[src/rtl/card_pair_controller.sv]
// Memory-game round sequencer: turns card clicks into face-up / matched masks,
// with pair compare, timed mismatch hold, pair and move counting.
module card_pair_controller #(
  parameter int NUM_CARDS   = 16,
  parameter int IDX_W       = 4,
  parameter int VAL_W       = 3,
  parameter int PAIR_W      = 4,
  parameter int HOLD_CYCLES = 65000000
) (
  input  logic                       clk,
  input  logic                       rst,
  input  logic                       start,
  input  logic                       click_valid,
  input  logic [IDX_W-1:0]           click_idx,
  input  logic [NUM_CARDS*VAL_W-1:0] deck,
  output logic [NUM_CARDS-1:0]       revealed,
  output logic [NUM_CARDS-1:0]       matched,
  output logic [PAIR_W-1:0]          pairs_found,
  output logic [7:0]                 moves,
  output logic                       mismatch,
  output logic                       playing,
  output logic                       done
);

  localparam int CNT_W = (HOLD_CYCLES > 1) ? $clog2(HOLD_CYCLES) : 1;
  localparam logic [CNT_W-1:0]     HOLD_LOAD = CNT_W'(HOLD_CYCLES - 1);
  localparam logic [PAIR_W-1:0]    ALL_PAIRS = PAIR_W'(NUM_CARDS / 2);
  localparam logic [NUM_CARDS-1:0] ONE       = NUM_CARDS'(1);

  typedef enum logic [2:0] {
    S_IDLE, S_FIRST, S_SECOND, S_COMPARE, S_HOLD, S_DONE
  } state_t;

  state_t                     state_q, state_d;
  logic [NUM_CARDS-1:0]       revealed_q, revealed_d;
  logic [NUM_CARDS-1:0]       matched_q, matched_d;
  logic [PAIR_W-1:0]          pairs_q, pairs_d;
  logic [7:0]                 moves_q, moves_d;
  logic [NUM_CARDS*VAL_W-1:0] deck_q, deck_d;
  logic [IDX_W-1:0]           first_q, first_d;
  logic [IDX_W-1:0]           second_q, second_d;
  logic [CNT_W-1:0]           hold_q, hold_d;

  logic [NUM_CARDS-1:0] click_mask, pair_mask;
  logic [VAL_W-1:0]     val_a, val_b;
  logic                 click_legal;

  // An out-of-range index shifts the one-hot off the top, leaving an empty mask.
  assign click_mask  = ONE << click_idx;
  assign pair_mask   = (ONE << first_q) | (ONE << second_q);
  assign click_legal = click_valid && (click_mask != '0)
                       && (((revealed_q | matched_q) & click_mask) == '0);
  assign val_a = deck_q[int'(first_q) * VAL_W +: VAL_W];
  assign val_b = deck_q[int'(second_q) * VAL_W +: VAL_W];

  always_comb begin
    state_d    = state_q;
    revealed_d = revealed_q;
    matched_d  = matched_q;
    pairs_d    = pairs_q;
    moves_d    = moves_q;
    deck_d     = deck_q;
    first_d    = first_q;
    second_d   = second_q;
    hold_d     = hold_q;

    unique case (state_q)
      S_FIRST: begin
        if (click_legal) begin
          first_d    = click_idx;
          revealed_d = revealed_q | click_mask;
          state_d    = S_SECOND;
        end
      end
      S_SECOND: begin
        if (click_legal) begin
          second_d   = click_idx;
          revealed_d = revealed_q | click_mask;
          state_d    = S_COMPARE;
        end
      end
      S_COMPARE: begin
        moves_d = (moves_q == 8'hFF) ? moves_q : moves_q + 8'd1;
        if (val_a == val_b) begin
          matched_d  = matched_q | pair_mask;
          revealed_d = revealed_q & ~pair_mask;
          pairs_d    = pairs_q + 1'b1;
          state_d    = (pairs_d == ALL_PAIRS) ? S_DONE : S_FIRST;
        end else begin
          hold_d  = HOLD_LOAD;
          state_d = S_HOLD;
        end
      end
      S_HOLD: begin
        if (hold_q == '0) begin
          revealed_d = revealed_q & ~pair_mask;
          state_d    = S_FIRST;
        end else begin
          hold_d = hold_q - 1'b1;
        end
      end
      default: ;
    endcase

    // start overrides whatever the state logic chose, including a same-cycle click.
    if (start) begin
      revealed_d = '0;
      matched_d  = '0;
      pairs_d    = '0;
      moves_d    = '0;
      hold_d     = '0;
      deck_d     = deck;
      state_d    = S_FIRST;
    end
  end

  always_ff @(posedge clk or posedge rst) begin
    if (rst) begin
      state_q    <= S_IDLE;
      revealed_q <= '0;
      matched_q  <= '0;
      pairs_q    <= '0;
      moves_q    <= '0;
      deck_q     <= '0;
      first_q    <= '0;
      second_q   <= '0;
      hold_q     <= '0;
    end else begin
      state_q    <= state_d;
      revealed_q <= revealed_d;
      matched_q  <= matched_d;
      pairs_q    <= pairs_d;
      moves_q    <= moves_d;
      deck_q     <= deck_d;
      first_q    <= first_d;
      second_q   <= second_d;
      hold_q     <= hold_d;
    end
  end

  assign revealed    = revealed_q;
  assign matched     = matched_q;
  assign pairs_found = pairs_q;
  assign moves       = moves_q;
  assign mismatch    = (state_q == S_HOLD);
  assign playing     = (state_q == S_FIRST) || (state_q == S_SECOND)
                       || (state_q == S_COMPARE) || (state_q == S_HOLD);
  assign done        = (state_q == S_DONE);

endmodule

[config.mk]
export PLATFORM = sky130hd
export DESIGN_NAME = card_pair_controller
export DESIGN_NICKNAME = d
export VERILOG_FILES = /design/src/rtl/card_pair_controller.sv
export SDC_FILE = /design/constraint.sdc
export NUM_CORES = 1
export LEC_CHECK = 0
export CAP_MARGIN = 20
export CORE_AREA = 2 2 124 126
export CTS_CLUSTER_SIZE = 14
export DETAILED_ROUTE_END_ITERATION = 16
export DIE_AREA = 0 0 126 128
export GPL_TIMING_DRIVEN = 0
export PLACE_DENSITY = 0.83
export SYNTH_ARGS = -nofsm -noshare
export SYNTH_HDL_FRONTEND = slang
export SYNTH_SLANG_ARGS = --single-unit
[constraint.sdc]
create_clock -name clk -period 7.4 [get_ports clk]
set_clock_uncertainty 0.2 [all_clocks]
set_input_delay 0.74 -clock clk [delete_from_list [all_inputs] [get_ports clk]]
set_output_delay 0.74 -clock clk [all_outputs]
set_load 0.05 [all_outputs]
==> metrics.txt <==
status finished clean; post-layout min period between 3 and 4 ns; CTS Sinks ~130; fin crit share 0.4832; HPWL Detailed 13830 um; Hold Path Class reg2reg; Tightest Pin Transition 0.9824 ns; CTS resizes 0; wl on met1 ~8000 um; Initial Utilization 0.4807; worst-path maximum fanout 10; clk_lat worst skew roughly 0.43 ns; largest net degree at the start of global routing 89; Gate Count Post-Synth roughly 700; reg2reg end revealed[9]; number of flops mapped to enable cells by yosys 0; Hold WS roughly 0.32 ns; area of the multi-input gates approximately 3600 um2; port bufs ~100; VDD IR max 0.0002189 V; Req. time, crit path approximately 7.5 ns; Post-Place Cells between 900 and 1000; Reg2Reg Setup Slack roughly 4.2 ns; total gr overflow 0; Simple-Gate Fraction of Synth Area 0.1464; Pwr Density approximately 360 nW/um2; Mapped Nets 761; DRT Wirelength ~20000 um; met3 wire length 1450 um; area grow syn2layout 27.67%; Max Cap Violations 0; initial antenna violation count 0; vias per cell just over 6; Crit. Startpoint click_idx[3]; global-route wire length before repair approximately 32000 um; H-tree depth 4; Pleak between 3 and 4 nW; Clk pin slew, worst setup/hold paths around 0.06 ns; Synth Area in Compound Gates 0.1679; # hold bufs at CTS 0; syn_area_per_cell ~10 um2; share of cells above drive strength 1 0.1699; io pins around 100; critical path class in2reg; Slew Viols, Final 0; Synth top area share 0.4518; Slew HR 0.3401; Die X 126 um; prevailing post-synth register cell dfrtp_1; post-route ant nets 0; YS warnings 0; Synth area leaders dfrtp_1, mux2_2, mux4_2; Worst setup SP type primary input; r2r worst-path depth 9; max layer used met4; most common cell after layout, fill and taps aside dfrtp_1; Final GP Congestion 0.9441; final setup fails 0; Post-Synth XOR/XNOR Area 0.01453; DR vias roughly 6300; worst r2r src first_q[0]; unrepaired setup endpoints after global routing false; TritonCTS buffer count 17; CTS tree yes; Layout Cells excl Fill approximately 1000; DRC Markers 0; worst setup path end first_q[0]; Core Area about 15000 um2; WP data arrival about 3.7 ns; sequential fraction of the synthesis area 0.4518; drt pass-1 iters 5; WL per Instance between 15 and 20 um; most frequent cells in the layout dfrtp_1, clkdlybuf4s50_1, nor2_1; die height 128 um; post-synthesis register bit count approximately 130; post-synthesis adder-cell area fraction 0.007004; Layout fillers between 1000 and 1500; Max Freq 0.2796 GHz; Antenna diodes 0; number of global-route vias before repair ~6200; largest family of logic cells by synthesized area multiplexers; post-CTS setup buffers 0; DR iter-0 viols 624; Reg area about 3200 um2; Critical Path Sink Type register; total global-route track usage 0.2535; biggest area consumer among synthesized cells dfrtp_1; Synth Cell Area between 7000 and 8000 um2; hold violation count in the final report 0; asr flop ratio synth 1.000; die area 16130 um2; # nets final between 800 and 900; Setup TNS Final 0 ns; # rows 45; met2 wire length roughly 9000 um; multiplexer area fraction after synthesis 0.1684; Max Buffers Root-to-Sink 2; root buf cell clkbuf_16; synth unique cells 61
[flip-flops by register name, indices dropped and copies added (netlist names)]
register and count:
deck_q 48, first_q 4, hold_q 26, matched 16, moves 8, pairs_found 4
revealed 16, second_q 4, state_q 3
[synthesized netlist by cell type, types with 5 or more instances]
library cell,number
dfrtp_1,129
nor2_1,74
mux2_2,56
a21oi_1,51
nand2_1,47
o21ai_0,31
inv_1,27
mux4_2,23
clkbuf_1,21
nor3_1,21
o22ai_1,19
nand3_1,18
a31oi_1,13
nand2b_1,13
a211oi_1,12
o21ai_1,11
a22oi_1,9
nor2b_1,9
buf_2,8
o32ai_1,8
buf_1,7
nand4_1,7
buf_6,6
o22a_1,5
or2_2,5
xnor2_1,5
xor2_1,5
[worst min-delay path by stage]
stage	startpoint	to	slack, ns	cells after the start
final	hold_q[19]	hold_q[19]	0.32	2
after global routing	hold_q[25]	hold_q[25]	0.34	2
after global placement	hold_q[15]	hold_q[15]	0.28	2
after CTS	hold_q[19]	hold_q[19]	0.32	2
after floorplan	hold_q[24]	hold_q[24]	0.26	2
after detailed placement	hold_q[15]	hold_q[15]	0.30	2
[report_power, final]
part	leakage (nW)	total (mW)	internal [mW]	switching, mW
sequential	1.67	0.910	0.816	0.0939
combinational	1.69	1.35	0.522	0.829
clock	0.330	0.980	0.667	0.313
[through the flow]
step / total power, mW / worst slack (ns) / instance area, um2 / util
final: 3.240 / 3.824 / 9123 / 0.6137
after global routing: 3.416 / 3.670 / 9123 / 0.6137
after CTS: 3.225 / 3.896 / 9123 / 0.6137
after detailed placement: 2.240 / 3.476 / 8434 / 0.5674
after global placement: 2.201 / 1.228 / 8402 / 0.5652
after floorplan: 1.898 / 3.019 / 7146 / -
[per-layer routing]
metal	track usage	up-vias
li1	-	2843
met3	0.04549	52
met2	0.3928	316
met5	0	-
met4	0.1222	0
met1	0.3478	3058
[kinds of logic after synthesis]
family	count (synthesis)
AND/OR/NAND/NOR	217
AO/OA/AOI/OAI	187
flip-flops	129
multiplexers	84
buffers and inverters	69
XOR/XNOR	11
adder cells (fa/ha/maj)	4
[final cells by class]
class / instances / area share
multi-input combinational: 503 / 0.3950
sequential: 129 / 0.3539
timing repair buffer: 103 / 0.1149
clock buffer: 23 / 0.05349
tap: 188 / 0.02579
buffer: 42 / 0.02332
clock inverter: 9 / 0.02194
inverter: 27 / 0.01166
[worst max-delay path, cell delays in order]
cell,delay (ns)
clkdlybuf4s50_1,0.49
clkbuf_1,0.41
nand2b_1,0.27
a2111oi_0,0.10
a311oi_1,0.34
nand4_1,0.18
nor3_1,0.73
mux2_2,0.42
Note: power is estimated with default switching activity, not from simulation.
